**src/rtl/vedic_pkg.sv**
```systemverilog
// Shared helpers for the pipelined Vedic multiplier: operand-width legality, derived widths, S2 recombination.
// Latency: n/a (constants and pure combinational functions only).
// Backpressure: n/a.
package vedic_pkg;

  // Widest operand the recombination helper is sized for.
  localparam int MAX_W = 64;

  // Operand width must be a power of two, at least 4, and fit the helper below.
  function automatic bit width_ok(input int w);
    return (w >= 4) && (w <= MAX_W) && ((w & (w - 1)) == 0);
  endfunction

  // Width of each operand half fed to the recursive core.
  function automatic int half_w(input int w);
    return w / 2;
  endfunction

  // Width of the full product.
  function automatic int prod_w(input int w);
    return 2 * w;
  endfunction

  // HH<<w + (LH+HL)<<(w/2) + LL. The middle sum keeps its carry (w+1 bits) and the
  // final add cannot overflow 2*w bits; callers truncate the result to 2*w bits.
  function automatic logic [2*MAX_W-1:0] shift_add(
    input logic [MAX_W-1:0] ll,
    input logic [MAX_W-1:0] lh,
    input logic [MAX_W-1:0] hl,
    input logic [MAX_W-1:0] hh,
    input int               w
  );
    logic [2*MAX_W-1:0] mid;
    mid = {{MAX_W{1'b0}}, lh} + {{MAX_W{1'b0}}, hl};
    return ({{MAX_W{1'b0}}, hh} << w) + (mid << (w / 2)) + {{MAX_W{1'b0}}, ll};
  endfunction

endpackage

```
**src/rtl/vedic_nbits.sv**
```systemverilog
// Recursive combinational N-bit Vedic (Urdhva-Tiryagbhyam) multiplier; the 2-bit vedic cell is the leaf.
// Latency: 0 cycles (purely combinational).
// Backpressure: none; no handshake, output follows inputs.
module vedic_nbits #(
  parameter int N = 4
) (
  input  logic [N-1:0]   a_i,
  input  logic [N-1:0]   b_i,
  output logic [2*N-1:0] p_o
);

  if (N == 2) begin : g_leaf
    logic t1, t2, c1, hh;

    // 2-bit vedic cell: vertical products on the ends, crosswise sum in the middle.
    always_comb begin
      t1     = a_i[1] & b_i[0];
      t2     = a_i[0] & b_i[1];
      c1     = t1 & t2;
      hh     = a_i[1] & b_i[1];
      p_o[0] = a_i[0] & b_i[0];
      p_o[1] = t1 ^ t2;
      p_o[2] = hh ^ c1;
      p_o[3] = hh & c1;
    end
  end else begin : g_rec
    localparam int H = N / 2;

    logic [N-1:0] ll, lh, hl, hh;
    logic [N:0]   mid;

    vedic_nbits #(.N(H)) u_ll (.a_i(a_i[H-1:0]), .b_i(b_i[H-1:0]), .p_o(ll));
    vedic_nbits #(.N(H)) u_lh (.a_i(a_i[H-1:0]), .b_i(b_i[N-1:H]), .p_o(lh));
    vedic_nbits #(.N(H)) u_hl (.a_i(a_i[N-1:H]), .b_i(b_i[H-1:0]), .p_o(hl));
    vedic_nbits #(.N(H)) u_hh (.a_i(a_i[N-1:H]), .b_i(b_i[N-1:H]), .p_o(hh));

    // Crosswise terms summed with carry, then placed at the half-width offset
    // above the concatenated vertical terms (HH:LL never overlap).
    always_comb begin
      mid = {1'b0, lh} + {1'b0, hl};
      p_o = {hh, ll} + {{(H-1){1'b0}}, mid, {H{1'b0}}};
    end
  end

endmodule

```
**src/rtl/vedic_mult_pipe.sv**
```systemverilog
// Two-stage pipelined WIDTH-bit Vedic multiplier (S1: four half-width products, S2: shifted add); VEDIC_SIGNED_EN adds signed mode.
// Latency: 2 cycles from input transfer to OUT_VALID; one product per cycle sustained.
// Backpressure: valid/ready both sides; IN_READY = !s1_valid || !OUT_VALID || OUT_READY (combinational from OUT_READY).
module vedic_mult_pipe
  import vedic_pkg::*;
#(
  parameter int WIDTH = 8
) (
  input  logic               CLK,
  input  logic               RST,
  input  logic               IN_VALID,
  output logic               IN_READY,
  input  logic [WIDTH-1:0]   A,
  input  logic [WIDTH-1:0]   B,
`ifdef VEDIC_SIGNED_EN
  input  logic               IN_SIGNED,
`endif
  output logic               OUT_VALID,
  input  logic               OUT_READY,
  output logic [2*WIDTH-1:0] Q
);

  localparam int HALF_W = half_w(WIDTH);
  localparam int PROD_W = prod_w(WIDTH);

  if (!width_ok(WIDTH)) begin : g_bad_width
    $error("vedic_mult_pipe: WIDTH must be a power of two between 4 and 64");
  end

  // Operands as seen by the unsigned core (magnitudes in signed mode).
  logic [WIDTH-1:0] op_a, op_b;

  // Half-width products straight out of the cores.
  logic [WIDTH-1:0] ll_p, lh_p, hl_p, hh_p;

  // Stage 1 registers.
  logic             s1_valid_q, s1_valid_d;
  logic [WIDTH-1:0] ll_q, ll_d, lh_q, lh_d, hl_q, hl_d, hh_q, hh_d;

  // Stage 2 registers (the outputs).
  logic              out_valid_q, out_valid_d;
  logic [PROD_W-1:0] q_q, q_d;

  // Handshake and combine signals.
  logic              s1_adv, s2_adv, in_xfer;
  logic [PROD_W-1:0] q_next;

`ifdef VEDIC_SIGNED_EN
  logic sign_in, sign_q, sign_d;

  // Two's-complement magnitudes; -2^(WIDTH-1) maps to 2^(WIDTH-1), which fits unsigned.
  always_comb begin
    sign_in = IN_SIGNED & (A[WIDTH-1] ^ B[WIDTH-1]);
    op_a    = (IN_SIGNED && A[WIDTH-1]) ? -A : A;
    op_b    = (IN_SIGNED && B[WIDTH-1]) ? -B : B;
  end
`else
  assign op_a = A;
  assign op_b = B;
`endif

  vedic_nbits #(.N(HALF_W)) u_ll (.a_i(op_a[HALF_W-1:0]),     .b_i(op_b[HALF_W-1:0]),     .p_o(ll_p));
  vedic_nbits #(.N(HALF_W)) u_lh (.a_i(op_a[HALF_W-1:0]),     .b_i(op_b[WIDTH-1:HALF_W]), .p_o(lh_p));
  vedic_nbits #(.N(HALF_W)) u_hl (.a_i(op_a[WIDTH-1:HALF_W]), .b_i(op_b[HALF_W-1:0]),     .p_o(hl_p));
  vedic_nbits #(.N(HALF_W)) u_hh (.a_i(op_a[WIDTH-1:HALF_W]), .b_i(op_b[WIDTH-1:HALF_W]), .p_o(hh_p));

  // Stall chain: S2 moves when its slot is empty or being drained; S1 moves with S2.
  always_comb begin
    s2_adv   = !out_valid_q || OUT_READY;
    s1_adv   = s2_adv;
    IN_READY = !s1_valid_q || s1_adv;
    in_xfer  = IN_VALID && IN_READY;
  end

  // S1 next state: capture products only on an input transfer, otherwise hold.
  always_comb begin
    s1_valid_d = s1_valid_q;
    ll_d       = ll_q;
    lh_d       = lh_q;
    hl_d       = hl_q;
    hh_d       = hh_q;
`ifdef VEDIC_SIGNED_EN
    sign_d     = sign_q;
`endif
    if (IN_READY) begin
      s1_valid_d = IN_VALID;
    end
    if (in_xfer) begin
      ll_d = ll_p;
      lh_d = lh_p;
      hl_d = hl_p;
      hh_d = hh_p;
`ifdef VEDIC_SIGNED_EN
      sign_d = sign_in;
`endif
    end
  end

  // S2 next state: recombine S1 products; Q only changes when a new product moves in.
  always_comb begin
    q_next = PROD_W'(shift_add(MAX_W'(ll_q), MAX_W'(lh_q), MAX_W'(hl_q), MAX_W'(hh_q), WIDTH));
`ifdef VEDIC_SIGNED_EN
    if (sign_q) begin
      q_next = -q_next;
    end
`endif
    out_valid_d = out_valid_q;
    q_d         = q_q;
    if (s2_adv) begin
      out_valid_d = s1_valid_q;
      if (s1_valid_q) begin
        q_d = q_next;
      end
    end
  end

  // Pipeline registers with synchronous reset that discards anything in flight.
  always_ff @(posedge CLK) begin
    if (RST) begin
      s1_valid_q  <= 1'b0;
      ll_q        <= '0;
      lh_q        <= '0;
      hl_q        <= '0;
      hh_q        <= '0;
`ifdef VEDIC_SIGNED_EN
      sign_q      <= 1'b0;
`endif
      out_valid_q <= 1'b0;
      q_q         <= '0;
    end else begin
      s1_valid_q  <= s1_valid_d;
      ll_q        <= ll_d;
      lh_q        <= lh_d;
      hl_q        <= hl_d;
      hh_q        <= hh_d;
`ifdef VEDIC_SIGNED_EN
      sign_q      <= sign_d;
`endif
      out_valid_q <= out_valid_d;
      q_q         <= q_d;
    end
  end

  assign OUT_VALID = out_valid_q;
  assign Q         = q_q;

endmodule

```
**config.mk**
```make
export PLATFORM = sky130hd
export DESIGN_NAME = vedic_mult_pipe
export DESIGN_NICKNAME = d
export VERILOG_FILES = /design/src/rtl/vedic_pkg.sv /design/src/rtl/vedic_nbits.sv /design/src/rtl/vedic_mult_pipe.sv
export SDC_FILE = /design/constraint.sdc
export NUM_CORES = 1
export LEC_CHECK = 0
export CAP_MARGIN = 20
export CORE_MARGIN = 2
export CORE_UTILIZATION = 55
export DETAILED_ROUTE_END_ITERATION = 7
export HOLD_SLACK_MARGIN = 0.06
export PLACE_DENSITY = 0.73
export SYNTH_ARGS = -nofsm -noshare
export SYNTH_HDL_FRONTEND = slang
export SYNTH_SLANG_ARGS = --single-unit
```
**constraint.sdc**
```tcl
create_clock -name CLK -period 3.9 [get_ports CLK]
set_input_delay 0.975 -clock CLK [delete_from_list [all_inputs] [get_ports CLK]]
set_output_delay 0.975 -clock CLK [all_outputs]
set_load 0.02 [all_outputs]
```
==> flow_metrics.py, run 1 <==
metrics = {
    "status": {
        "status": "finished clean",
    },
    "floorplan": {
        "die_y_um": 93.4,
        "rows": 32,
        "io_pins": 38,
        "die-area_mm2": 0.00872,
        "core-area_mm2": 0.00773,
        "fp.dieW_um": 93.4,
        "initial_core_util_pct": 56.9,
    },
    "synthesis": {
        "synthFlopType": "dfxtp_1",
        "synth_nets": 633,
        "synth_edf_count": 0,
        "synth_fa_ha_area_share_pct": 28.8,
        "ys_ff_latch": 50,
        "async_flop_share_pct": 0,
        "netlist_area_mm2": 0.00439,
        "synth-simple-area-share_pct": 24.2,
        "synth_xor_xnor_area_share_pct": 5.98,
        "avgSynthCellArea_um2": 8.48,
        "syn_inst": 518,
        "synth_top_family_by_area": "adder cells",
        "yosysSeqAreaShare_pct": 22.8,
        "muxShareOfSynthArea_pct": 0.228,
        "synth.area.top_cells": "ha_1, dfxtp_1, and2_1",
        "synth_cell_types": 45,
        "yosys_warnings": 0,
        "synth_top_area_share_pct": 24.2,
        "synth_compound_area_share_pct": 16.1,
        "synth_largest_area_cell": "ha_1",
    },
    "clock_network": {
        "root_buffer": "clkbuf_8",
        "cts_resized": 0,
        "cts_hold_buf": 0,
        "cts.htree.levels": 2,
        "clockBufferDepth": 2,
        "clk_pin_slew_ns": 0.09,
        "cts_made_buffers": 5,
        "postCtsSetupBuffers": 0,
        "cts_sinks": 50,
        "clk_latency_ns": 0.30,
        "cts_tree": "yes",
    },
    "grt": {
        "track_usage_pct": 22.1,
        "grt_overflow_total": 0,
        "grt_max_degree": 48,
        "grt_pass1_vias": 3448,
        "antenna_found_initial": 0,
        "grt_pass1_wl_mm": 15.6,
    },
    "drt": {
        "drc": 0,
        "vias": 3652,
        "drt_iter0_markers": 173,
        "drtPass1Iterations": 4,
        "viasPerCell": 5.47,
        "wl_per_cell_um": 13.6,
        "antenna_left": 0,
        "wl_mm": 9.08,
    },
    "power": {
        "ir_drop_mv": 0.136,
        "powerDensity_mw_per_mm2": 284,
        "p_leak_nw": 2.45,
    },
    "timing": {
        "skew_ns": 0.00669,
        "hold_violations": 0,
        "layout_setup_ws_ns": 0.210,
        "period_needed_ns": 3.69,
        "worst_hold_slack_ns": 0.453,
        "drv_slew": 0,
        "tightest_slew_ns": 0.798,
        "fin_crit_sh_pct": 94.6,
        "grt_setup_unrepaired": "false",
        "fmax_mhz": 271,
        "setup_viol": 0,
        "slew_headroom_pct": 46.8,
    },
    "cells_and_area": {
        "insertedDiodeCount": 0,
        "syn2layout_area_growth_pct": 15.4,
        "nNetsFinal": 680,
        "drive_above_1_share_pct": 6.71,
    },
    "critical_path": {
        "timing.rr.start": "lh_q[0]",
        "worstSetupEndpointType": "flop",
        "cp_max_fo": 8,
        "rr_worst_depth": 13,
        "critPathRequiredTime_ns": 4.15,
        "rrSetupSlack_ns": 0.65,
        "arrival_ns": 3.94,
        "cp-start-kind": "primary input",
        "setup.worst_path.start": "A[7]",
        "path_class": "primary input to flop",
        "reg2reg_to": "Q[15]",
    },
    "placed_design": {
        "gp_congestion": 0.906,
        "dp_hpwl_mm": 7.45,
        "pre_cts_ws_ns": -0.145,
        "io_buffers": 37,
    },
    "min_path": {
        "min_path_cells": 2,
        "worstHoldEndpoint": "Q[8]",
        "hold_start": "Q[8]",
        "hold_path.class": "flop to flop",
    },
    "flow_run": {
        "drv_cap": 0,
    },
}
[worst max-delay path: stages]
cell,delay [ns]
clkdlybuf4s50_1,0.52
and2_1,0.22
ha_1,0.29
inv_1,0.06
fa_1,0.56
inv_1,0.08
ha_1,0.29
a21o_1,0.18
a21oi_1,0.22
o21ai_0,0.18
nor4_1,0.23
nand4b_1,0.14
[state kept, by name, summed over array words and instances (netlist names)]
register    count
hh_q            8
Q              16
hl_q            8
OUT_VALID       1
ll_q            8
lh_q            8
s1_valid_q      1
[area by class of cell]
cell class	instances	area (µm²)
Tap cell	102	128
Clock buffer	6	82.6
Clock inverter	2	12.5
Fill cell	679	2660
Inverter	5	18.8
Timing Repair Buffer	58	523
Sequential cell	50	1000
Multi-Input combinational cell	445	3300
[Yosys cell counts, types with 7 or more instances]
| cell | n |
|---|---|
| nand3_1 | 8 |
| fa_1 | 10 |
| dfxtp_1 | 50 |
| clkbuf_1 | 14 |
| a21oi_1 | 60 |
| nand2_1 | 78 |
| and2_1 | 61 |
| a21o_1 | 24 |
| a211oi_1 | 7 |
| nor2_1 | 20 |
| o21ai_0 | 8 |
| xnor2_1 | 26 |
| ha_1 | 85 |
[cells by family after synthesis]
family	Yosys count
adders and majority gates	95
buffers and inverters	23
DFF	50
and+or+nand+nor	205
muxes	1
xor gates and xnor gates	30
AOI/OAI and AO/OA	114
[metrics by stage]
step | instances | setup TNS, ns | area (µm²) | power [W] | util [%]
CTS | 668 | 0 | 5070 | 0.00145 | 65.6
global route | 668 | 0 | 5070 | 0.00154 | 65.6
global placement | 660 | -0.00360 | 4970 | 0.00112 | 64.4
detailed placement | 660 | -0.288 | 4970 | 0.00113 | 64.4
floorplan | 518 | 0 | 4390 | 0.000979 | -
finish | 668 | 0 | 5070 | 0.00144 | 65.6
[placed cells by master (no fill, tap or decap), types with 4 or more instances in the layout]
cell type / count
a211oi_1: 7
a21o_1: 24
a21oi_1: 60
and2_1: 61
buf_4: 21
clkbuf_8: 6
clkdlybuf4s50_1: 36
dfxtp_1: 50
fa_1: 10
ha_1: 85
inv_1: 5
nand2_1: 78
nand2b_1: 6
nand3_1: 8
nand3b_1: 5
nand4b_1: 4
nor2_1: 20
nor2b_1: 4
nor4_1: 4
o21ai_0: 8
xnor2_1: 26
xor2_1: 4
[layer usage]
layer | global-route usage, % | share of wire [%] | vias to the layer above
met5 | 0 | 0 | -
met4 | 5.39 | 1.1 | 0
met3 | 2.10 | 3.3 | 8
met2 | 37.9 | 47 | 61
met1 | 29.8 | 49 | 1668
li1 | - | - | 1915
[power by group]
part / switching (W) / internal, W
registers: 0.0000264 / 0.000551
logic: 0.000287 / 0.000260
clock network: 0.000170 / 0.000143
total: 0.000483 / 0.000955
[worst max-delay path by stage]
stage	endpoint	slack, ns	cells past startpoint
2_1_floorplan	hl_q[6]	0.72	11
3_3_place_gp	hl_q[7]	-0.004	12
3_5_place_dp	hl_q[7]	-0.14	12
4_1_cts	hl_q[7]	0.18	12
5_1_grt	hl_q[7]	0.0008	12
6_report	hl_q[7]	0.21	12
(Power assumes the default switching activity.)
==> run 2: changes to the inputs <==
- CORE_ASPECT_RATIO: unset -> 1.75
- CTS_CLUSTER_SIZE: unset -> 28
==> flow_metrics.py, run 2 (same netlist as run 1, synthesis figures left out) <==
metrics = {
    "clock_network": {
        "clockBufferDepth": 2,
        "clk_latency_ns": 0.29,
        "cts_resized": 0,
        "cts_sinks": 50,
        "cts.htree.levels": 2,
        "root_buffer": "clkbuf_16",
        "clk_pin_slew_ns": 0.06,
        "cts_tree": "yes",
        "postCtsSetupBuffers": 0,
        "cts_hold_buf": 0,
        "cts_made_buffers": 5,
    },
    "grt": {
        "met3_usage_pct": 2.38,
        "grt_pass1_vias": 3691,
        "antenna_found_initial": 0,
        "grt_overflow_total": 0,
        "grt_use_met1_pct": 26.7,
        "track_usage_pct": 23.2,
        "grt-busiest-layer": "met2",
        "grt_max_degree": 59,
        "grt_use_met2_pct": 43.2,
        "grt_pass1_wl_mm": 16.5,
    },
    "timing": {
        "hold_violations": 0,
        "worst_hold_slack_ns": 0.450,
        "tns_ns": 0,
        "slew_headroom_pct": 35.0,
        "period_needed_ns": 3.71,
        "tightest_slew_ns": 0.975,
        "skew_ns": 0.00508,
        "fin_crit_sh_pct": 95.1,
        "setup_viol": 0,
        "drv_slew": 0,
        "grt_setup_unrepaired": "false",
        "fmax_mhz": 270,
    },
    "min_path": {
        "hold_path.class": "flop to flop",
    },
    "placed_design": {
        "io_buffers": 37,
        "dp_hpwl_mm": 7.57,
        "gp_congestion": 0.829,
        "placed_cells": 651,
    },
    "power": {
        "powerDensity_mw_per_mm2": 325,
        "p_leak_nw": 2.52,
        "ir_drop_mv": 0.185,
    },
    "drt": {
        "wl_per_cell_um": 14.2,
        "viasPerCell": 5.61,
        "drt_iter0_markers": 111,
        "wl_mm": 9.34,
        "drtPass1Iterations": 4,
        "drc": 0,
        "vias": 3695,
        "antenna_left": 0,
    },
    "floorplan": {
        "initial_core_util_pct": 55.9,
        "core-area_mm2": 0.00786,
        "io_pins": 38,
        "rows": 43,
        "die_y_um": 122,
        "fp.dieW_um": 71.6,
        "die-area_mm2": 0.00875,
    },
    "critical_path": {
        "path_class": "primary input to flop",
        "worstSetupEndpointType": "flop",
        "cp_max_fo": 8,
        "cp-start-kind": "primary input",
        "arrival_ns": 3.87,
        "critPathRequiredTime_ns": 4.06,
    },
    "cells_and_area": {
        "insertedDiodeCount": 0,
        "drive_above_1_share_pct": 7.21,
        "final_cells": 659,
        "fill_cells": 681,
        "syn2layout_area_growth_pct": 18.3,
        "largest_register_ffs": 16,
        "final_common_cell": "ha_1",
        "nNetsFinal": 683,
        "most-common-layout-cells": "ha_1, nand2_1, and2_1",
    },
    "status": {
        "status": "finished clean",
    },
    "flow_run": {
        "drv_cap": 0,
    },
}
-- run 2: power by group --
part | total (W) | leakage [nW] | internal, W | switching (W)
Combinational | 0.000551 | 2.02 | 0.000263 | 0.000288
Clock | 0.000558 | 0.0940 | 0.000368 | 0.000190
Sequential | 0.000579 | 0.409 | 0.000552 | 0.0000267
Total | 0.00169 | 2.52 | 0.00118 | 0.000505
-- run 2: per-layer routing --
| metal | share of wire, % | up-vias |
|---|---|---|
| li1 | - | 1911 |
| met4 | 2.4 | 0 |
| met2 | 54 | 68 |
| met3 | 2.8 | 13 |
| met5 | 0 | - |
| met1 | 41 | 1703 |
-- run 2: final timing paths --
kind / start / to / slack [ns] / depth (start not counted)
setup / recovery: B[7] / lh_q[7] / 0.19 / 12
hold / removal: Q[8] / Q[8] / 0.45 / 2
setup reg to reg: lh_q[0] / Q[15] / 0.63 / 13
hold reg to reg: Q[8] / Q[8] / 0.45 / 2
-- run 2: cell type report --
class	instances	area, µm²	area share (%)
sequential	50	1000	19.3
inverter	5	18.8	0.361
multi-input combinational	445	3300	63.6
clock buffer	5	125	2.41
tap	90	113	2.17
timing repair buffer	61	566	10.9
clock inverter	3	68.8	1.32
-- run 2: critical path: stages --
cell             delay, ns
clkdlybuf4s50_1       0.58
and2_1                0.23
ha_1                  0.18
ha_1                  0.28
ha_1                  0.32
a21o_1                0.20
a21o_1                0.18
ha_1                  0.33
nand2_1               0.06
o21ai_0               0.22
nor4_1                0.08
nand4b_1              0.22
-- run 2: metrics by stage --
step	power [W]	utilization (%)	cell area, µm²	setup slack [ns]
2_1_floorplan	0.000979	-	4390	0.721
3_3_place_gp	0.00112	63.3	4970	-0.0230
3_5_place_dp	0.00114	63.7	5000	-0.0872
4_1_cts	0.00170	66.2	5200	0.200
5_1_grt	0.00179	66.2	5200	0.0115
6_report	0.00169	66.2	5200	0.192
